`config.mk`:
```
export PLATFORM = sky130hd
export DESIGN_NAME = uart_tx
export DESIGN_NICKNAME = d
export VERILOG_FILES = /design/src/rtl/uart_tx.sv
export SDC_FILE = /design/constraint.sdc
export NUM_CORES = 1
export LEC_CHECK = 0
export ABC_AREA = 1
export BUFFER_PORTS_ARGS = -buffer_cell sky130_fd_sc_hd__buf_4
export CAP_MARGIN = 5
export CELL_PAD_IN_SITES_DETAIL_PLACEMENT = 2
export CELL_PAD_IN_SITES_GLOBAL_PLACEMENT = 2
export CORE_MARGIN = 5
export CORE_UTILIZATION = 39
export DETAILED_ROUTE_END_ITERATION = 16
export PLACE_DENSITY_LB_ADDON = 0.1
export SLEW_MARGIN = 30
export SYNTH_ARGS = -nofsm -noshare
export SYNTH_HDL_FRONTEND = slang
export SYNTH_SLANG_ARGS = --single-unit
```
`constraint.sdc`:
```
create_clock -name clk -period 2.4 [get_ports clk]
set_input_delay 0.12 -clock clk [delete_from_list [all_inputs] [get_ports clk]]
set_output_delay 0.12 -clock clk [all_outputs]
set_load 0.05 [all_outputs]
```
`src/rtl/uart_tx.sv`:
```
// 8N1 UART transmitter, idle-high line, with a small power-of-two input FIFO.
// Frames go out back to back with no idle gap for as long as the FIFO holds data.
module uart_tx #(
  parameter int CLKS_PER_BIT = 1085,
  parameter int FIFO_DEPTH   = 4
) (
  input  logic       clk,
  input  logic       rst_n,
  input  logic [7:0] in_data,
  input  logic       in_valid,
  output logic       in_ready,
  output logic       tx_out,
  output logic       busy,
  output logic       tx_done
);

  localparam int CW = $clog2(CLKS_PER_BIT);
  localparam int PW = $clog2(FIFO_DEPTH);
  localparam logic [CW-1:0] LAST_CNT   = CW'(CLKS_PER_BIT - 1);
  localparam logic [CW-1:0] PENULT_CNT = CW'(CLKS_PER_BIT - 2);
  localparam logic [PW:0]   FULL_CNT   = (PW+1)'(FIFO_DEPTH);

  typedef enum logic [1:0] {S_IDLE, S_START, S_DATA, S_STOP} state_t;

  state_t        r_state;
  logic [CW-1:0] r_cnt;
  logic [2:0]    r_bit;
  logic [7:0]    r_shift;
  logic          r_tx;
  logic          r_done;

  logic [7:0]    r_mem [FIFO_DEPTH];
  logic [PW-1:0] r_wr;
  logic [PW-1:0] r_rd;
  logic [PW:0]   r_count;

  logic          w_ready;
  logic          w_push;
  logic          w_pop;
  logic          w_bit_end;
  logic [7:0]    w_head;

  // Handshake: a byte moves when in_valid && in_ready at posedge clk; in_ready
  // depends only on the FIFO count, never on in_valid or on a same-cycle pop.
  assign w_ready   = (r_count != FULL_CNT);
  assign w_push    = in_valid && w_ready;
  assign w_bit_end = (r_cnt == LAST_CNT);
  assign w_pop     = (r_count != '0) &&
                     ((r_state == S_IDLE) || ((r_state == S_STOP) && w_bit_end));
  assign w_head    = r_mem[r_rd];

  assign in_ready = w_ready;
  assign tx_out   = r_tx;
  assign tx_done  = r_done;
  assign busy     = (r_state != S_IDLE) || (r_count != '0);

  always_ff @(posedge clk) begin
    if (w_push) r_mem[r_wr] <= in_data;
  end

  always_ff @(posedge clk or negedge rst_n) begin
    if (!rst_n) begin
      r_wr    <= '0;
      r_rd    <= '0;
      r_count <= '0;
    end else begin
      if (w_push) r_wr <= r_wr + PW'(1);
      if (w_pop)  r_rd <= r_rd + PW'(1);
      case ({w_push, w_pop})
        2'b10:   r_count <= r_count + (PW+1)'(1);
        2'b01:   r_count <= r_count - (PW+1)'(1);
        default: r_count <= r_count;
      endcase
    end
  end

  always_ff @(posedge clk or negedge rst_n) begin
    if (!rst_n) begin
      r_state <= S_IDLE;
      r_cnt   <= '0;
      r_bit   <= '0;
      r_shift <= '0;
      r_tx    <= 1'b1;
      r_done  <= 1'b0;
    end else begin
      // Raised one cycle early so the pulse coincides with the last stop-bit cycle.
      r_done <= (r_state == S_STOP) && (r_cnt == PENULT_CNT);
      case (r_state)
        S_IDLE: begin
          r_cnt <= '0;
          if (w_pop) begin
            r_shift <= w_head;
            r_tx    <= 1'b0;
            r_state <= S_START;
          end else begin
            r_tx <= 1'b1;
          end
        end
        S_START: begin
          if (w_bit_end) begin
            r_cnt   <= '0;
            r_bit   <= '0;
            r_tx    <= r_shift[0];
            r_state <= S_DATA;
          end else begin
            r_cnt <= r_cnt + CW'(1);
          end
        end
        S_DATA: begin
          if (w_bit_end) begin
            r_cnt <= '0;
            if (r_bit == 3'd7) begin
              r_tx    <= 1'b1;
              r_state <= S_STOP;
            end else begin
              r_shift <= r_shift >> 1;
              r_tx    <= r_shift[1];
              r_bit   <= r_bit + 3'd1;
            end
          end else begin
            r_cnt <= r_cnt + CW'(1);
          end
        end
        S_STOP: begin
          if (w_bit_end) begin
            r_cnt <= '0;
            if (w_pop) begin
              r_shift <= w_head;
              r_tx    <= 1'b0;
              r_state <= S_START;
            end else begin
              r_state <= S_IDLE;
            end
          end else begin
            r_cnt <= r_cnt + CW'(1);
          end
        end
        default: begin
          r_state <= S_IDLE;
          r_tx    <= 1'b1;
        end
      endcase
    end
  end

endmodule

```
# ---- Word-level counts from Yosys, hierarchy flattened
# Memory sizes are Yosys's and may differ from the RTL's.
# Index checks and enable logic that the tools add are counted.
dict set report totals {
  reg_bits 33
  mem_bits_rw 32
  in_bits 11
  n_memories 1
}
# memory words word_bits read_ports rd_ports_with_merged_regs wr line
set memory_table {}
lappend memory_table {r_mem 4 8 1 0 1 32} ;# logic [7:0] r_mem [FIFO_DEPTH];
dict set report classes {
  add_sub_neg 6
  eq_ne 16
  n_mux 28
  n_reduce_logical 17
}
# operator n
set ops {}
lappend ops {{2-to-1 mux 8 bit} 4}
lappend ops {{one-hot mux 8 bit (3 select lines)} 1}
lappend ops {{== test 11 bit, second input constant} 2}
lappend ops {{one-hot mux 11 bit (2 select lines)} 1}
lappend ops {{inequality test 2 bit, second input constant} 7}
lappend ops {{one-hot mux 3 bit (2 select lines)} 2}
lappend ops {{AND reduction 4 bit} 3}
lappend ops {{adder 11 x 1 -> 11 bit, second input constant} 1}
lappend ops {{2-to-1 mux 11 bit} 1}
lappend ops {{2-to-1 mux 2 bit} 5}
lappend ops {{2-to-1 mux 1 bit} 9}
lappend ops {{2-to-1 mux 3 bit} 3}
lappend ops {{one-hot mux 2 bit (4 select lines)} 1}
lappend ops {{adder 3 x 1 -> 3 bit, second input constant} 2}
lappend ops {{== test 2 bit, second input constant} 3}
lappend ops {{nonzero test 2 bit} 3}
lappend ops {{nonzero test 3 bit} 2}
lappend ops {{AND reduction 5 bit} 1}
lappend ops {{adder 2 x 1 -> 2 bit, second input constant} 2}
lappend ops {{== test 2 x 1 -> 1 bit, second input constant} 2}
lappend ops {{logical AND 1 bit} 4}
lappend ops {{one-hot mux 1 bit (4 select lines)} 1}
lappend ops {{== test 3 bit, second input constant} 1}
lappend ops {{inequality test 3 bit, second input constant} 1}
lappend ops {{other kinds (4)} 5}

# ---- Longest topological paths before layout
dict set report depth {
  word_depth 7
  ltp_mapped 15
  mapped_depth_nobuf 14
}

# ---- Least setup slack after synthesis
# No wires, ideal clock.
dict set report synth_timing {
  path_kind {reg2reg}
  startpoint {register r_count[0]}
  endpoint {register r_count[1]}
  setup_ns 0.126
  arrival_ns 2.012
  required_ns 2.274
  setup_slack_ns 0.262
  path_stages_with_launch 9
  n_path_buf 0
  period_less_slack_ns 2.138
  cell_sequence {dfrtp_1 inv_1 nand3_1 nand2_1 nand3_4 inv_1 fa_1 nand2_1 o21ai_0}
}
dict set report synth_via {
  elab_chain_cells 4
  elab_cells_between_ends 10
}
# element line
set synth_lines {}
lappend synth_lines {{from (decl)} 35} ;# logic [PW:0] r_count;
lappend synth_lines {{from (signal assigned)} 70} ;# 2'b10: r_count <= r_count + (PW+1)'(1);
lappend synth_lines {{from (signal assigned)} 71} ;# 2'b01: r_count <= r_count - (PW+1)'(1);
lappend synth_lines {{from (signal assigned)} 72} ;# default: r_count <= r_count;
lappend synth_lines {{inequality test 3 bit *} 45} ;# assign w_ready = (r_count != FULL_CNT);
lappend synth_lines {{net in_ready} 11} ;# output logic in_ready,
lappend synth_lines {{logical AND 1 bit *} 46} ;# assign w_push = in_valid && w_ready;
lappend synth_lines {{== test 2 x 1 -> 1 bit or == test 2 bit (tied branches)} 69} ;# case ({w_push, w_pop})
lappend synth_lines {{one-hot mux 3 bit (2 select lines) or nonzero test 2 bit (tied branches)} -}
# The timed path passes the listed nets; every way through them passes the cells marked *.
# A chain may end at the register's enable or synchronous reset.

# ---- Worst setup path after layout
dict set report layout_timing {
  startpoint {register r_state[0]}
  endpoint {register r_count[1]}
}
dict set report layout_via {
  elab_chain_cells 6
  elab_cells_between_ends 9
}
# element line
set layout_lines {}
lappend layout_lines {{from (decl)} 25} ;# state_t r_state;
lappend layout_lines {{from (signal assigned)} 79} ;# r_state <= S_IDLE;
lappend layout_lines {{from (signal assigned)} 94} ;# r_state <= S_START;
lappend layout_lines {{from (signal assigned)} 104} ;# r_state <= S_DATA;
lappend layout_lines {{== test 2 bit} 49} ;# ((r_state == S_IDLE) || ((r_state == S_STOP) && w_bit_end));
lappend layout_lines {{logical AND 1 bit} 49}
lappend layout_lines {{logical OR 1 bit *} 49}
lappend layout_lines {{logical AND 1 bit *} 48} ;# assign w_pop = (r_count != '0) &&
lappend layout_lines {{== test 2 x 1 -> 1 bit or == test 2 bit (tied branches)} 69}
lappend layout_lines {{one-hot mux 3 bit (2 select lines) or nonzero test 2 bit (tied branches)} -}
# Every way passes the cells marked *; elsewhere a longest branch is shown, timed or not.

==> impl_metrics.ini <==
[die]
ios = 15
start_util_pct = 40.3
core_um2 = 7770
die_y_um = 99.6
die_x_um = 99.6
die_area_um2 = 9930
rows = 32

[worst_setup_path]
path_class = register to register
worst_setup_path_start_kind = register
crit_path_end_kind = register
path_max_fanout = 5
r2r_start = r_state[0]$_DFFE_PN0P_
arrival_ns = 2.30
crit_start = r_state[0]$_DFFE_PN0P_
critPathRequiredTime_ns = 2.62

[clock_network]
postCtsSetupBuffers = 0
cts_tree = yes
clk-insertion-delay-late_ns = 0.34
clk_pin_slew_worst_paths_ns = 0.08
hold_buffers = 9
numCtsBuffers = 9
cts_sinks = 65
clock_tree.root_cell = clkbuf_8
cts_resized = 0
cts.path.max_buffers = 2
htree_num_levels = 3

[logic_synthesis]
synth_most_common_cell = nand2_1
ys_seq_area_share_pct = 57.1
syn_nets = 347
synth_edf_count = 32
synth.top_cell.area_share_pct = 30.7
synthTopCellsByCount = nand2_1 (97), dfrtp_1 (32), edfxtp_1 (32), nand3_1 (32), inv_1 (29)
avgSynthCellArea_um2 = 9.70
async_reset_ff_share_pct = 50.8
netlist_area_um2 = 3130
synth_area_leaders = edfxtp_1 (31%), dfrtp_1 (26%), nand2_1 (12%)
syn-instance-count = 323
yosysWarnings = 0
dominantRegCellSynth = edfxtp_1
yosys.area.top_type = edfxtp_1
synth-seq-cells = 65
synth.distinct_cells = 35

[worst_hold_path]
min_path_type = primary input to async pin

[route]
viasPerCell = 4.92
route.detailed.wl_per_inst_um = 16.5
firstDrtPassIters = 4
ant_nets = 0
via_count = 2295
drc = 0
wirelength_um = 7690
first_iter_violations = 79

[finish]
fin_nets = 383
area_growth_pct = 16.9
final_util_pct = 47.2
drive_above_1_share_pct = 16.5
diodes = 0

[sta]
timing.final.crit_period_ns = 2.09
layout_setup_ws_ns = 0.313
slew_headroom_pct = 69.2
rsz0062_at_grt = no
final.setup.tns_ns = 0
finalHoldViolations = 0
setup_viol = 0
final_max_slew_viol_count = 0
clock_skew_ns = 0.0115
tightest_slew_ns = 0.462
max_freq_ghz = 0.479
min_period_over_period_pct = 87.0

[power_and_ir_drop]
ir_drop_mv = 0.474
leakage_nw = 1.65
combPwrFrac_pct = 16.3
sequentialPowerShare_pct = 52.1
power.switching_mw = 0.817
p_clk_share_pct = 31.5
p_int_mw = 1.87
switching_share_pct = 30.4
p_per_area_nw_per_um2 = 733

[placement]
place.gp.congestion = 0.785
post-place-ws_ns = 0.350
place_hpwl_um = 5660
io_buffer_count = 14

[grt]
grt_use_total_pct = 17.2
grt_pass1_wl_um = 13500
antenna_found_initial = 0
grt_max_degree = 34
gr-total-overflow = 0
grt_pass1_vias = 2618

[run_status]
outcome = finished, final reports clean

[job]
maxCapViolations = 0
==> cells in the final DEF (no fill, tap or decap), types with 6 or more instances in the layout <==
master         instances
nand4_1                8
nor2_1                24
o21ai_0                6
nand2_1               97
dfrtp_1               32
edfxtp_1              32
clkbuf_8               9
ha_1                  12
buf_4                 23
inv_1                 29
dlygate4sd3_1          9
nand3_1               32
==> final cells by class <==
| class | instances | area [um^2] |
|---|---|---|
| flip-flops and latches | 65 | 1790 |
| inverters | 32 | 120 |
| well taps | 102 | 128 |
| fillers | 837 | 4100 |
| repair buffers | 32 | 263 |
| multi-input cells | 219 | 1190 |
| clock inverters | 7 | 53.8 |
| clock buffers | 9 | 124 |
==> state kept, by name, indices dropped and copies added, names as in the netlist, 2 cells and up <==
| signal | cells |
|---|---|
| r_count | 3 |
| r_cnt | 11 |
| r_wr | 2 |
| r_mem | 32 |
| r_shift | 8 |
| r_bit | 3 |
| r_state | 2 |
| r_rd | 2 |
==> power groups by stage <==
stage / Combinational (mW) / Sequential, mW / Clock (mW)
after floorplan: 0.270 / 1.40 / 0
after global placement: 0.413 / 1.42 / 0
after detailed placement: 0.436 / 1.43 / 0
after CTS: 0.454 / 1.40 / 0.872
after global routing: 0.505 / 1.42 / 0.937
final: 0.439 / 1.40 / 0.846
==> critical path, stage by stage, from the launching register on <==
cell and delay [ns]:
dfrtp_1 0.43, inv_1 0.12, ha_1 0.22, inv_2 0.09, a21oi_2 0.32, nand3_4 0.13
inv_1 0.09, fa_1 0.42, nand2_1 0.07, o21ai_0 0.07
==> kinds of logic (layout without fill, tap and decap cells) <==
family | after synthesis | after routing | synth area share (%)
AOI/OAI and AO/OA | 18 | 18 | 3.63
xor gates and xnor gates | 6 | 6 | 1.68
adders and majority gates | 13 | 13 | 5.43
buffers and inverters | 39 | 80 | 5.03
DFF | 65 | 65 | 57.1
and+or+nand+nor | 182 | 182 | 27.2
==> final timing paths <==
| path | end | slack, ns | depth (start not counted) |
|---|---|---|---|
| min in group clk | r_wr[0]$_DFFE_PN0P_ | 0.31 | 3 |
| max in group asynchronous | tx_out$_DFFE_PN1P_ | 1.78 | 2 |
| worst min-delay path | r_shift[4]$_DFFE_PN0P_ | 0.26 | 2 |
| worst max-delay path | r_count[1]$_DFFE_PN0P_ | 0.31 | 9 |
| worst max register to register | r_count[1]$_DFFE_PN0P_ | 0.31 | 9 |
| worst min register to register | tx_out$_DFFE_PN1P_ | 0.47 | 2 |
==> stage by stage <==
stage               power (mW)  area (um^2)  hold slack (ns)  cells
CTS                       2.73         3660            0.264    466
finish                    2.68         3660            0.261    466
global route              2.86         3660            0.302    466
global placement          1.83         3400            0.101    441
detailed placement        1.86         3400           0.0986    441
floorplan                 1.67         3130           -0.176    323
==> routing by layer <==
metal / wire length [um] / global-route usage [%] / share of wire [%] / vias to the layer above
li1: - / - / - / 1127
met1: 3620 / 23.4 / 47 / 1145
met2: 3870 / 28.6 / 50 / 16
met3: 120 / 2.81 / 1.6 / 7
met4: 80 / 4.73 / 1.0 / 0
met5: 0 / 0 / 0 / -
No activity file was read; power rests on OpenSTA's default activity.
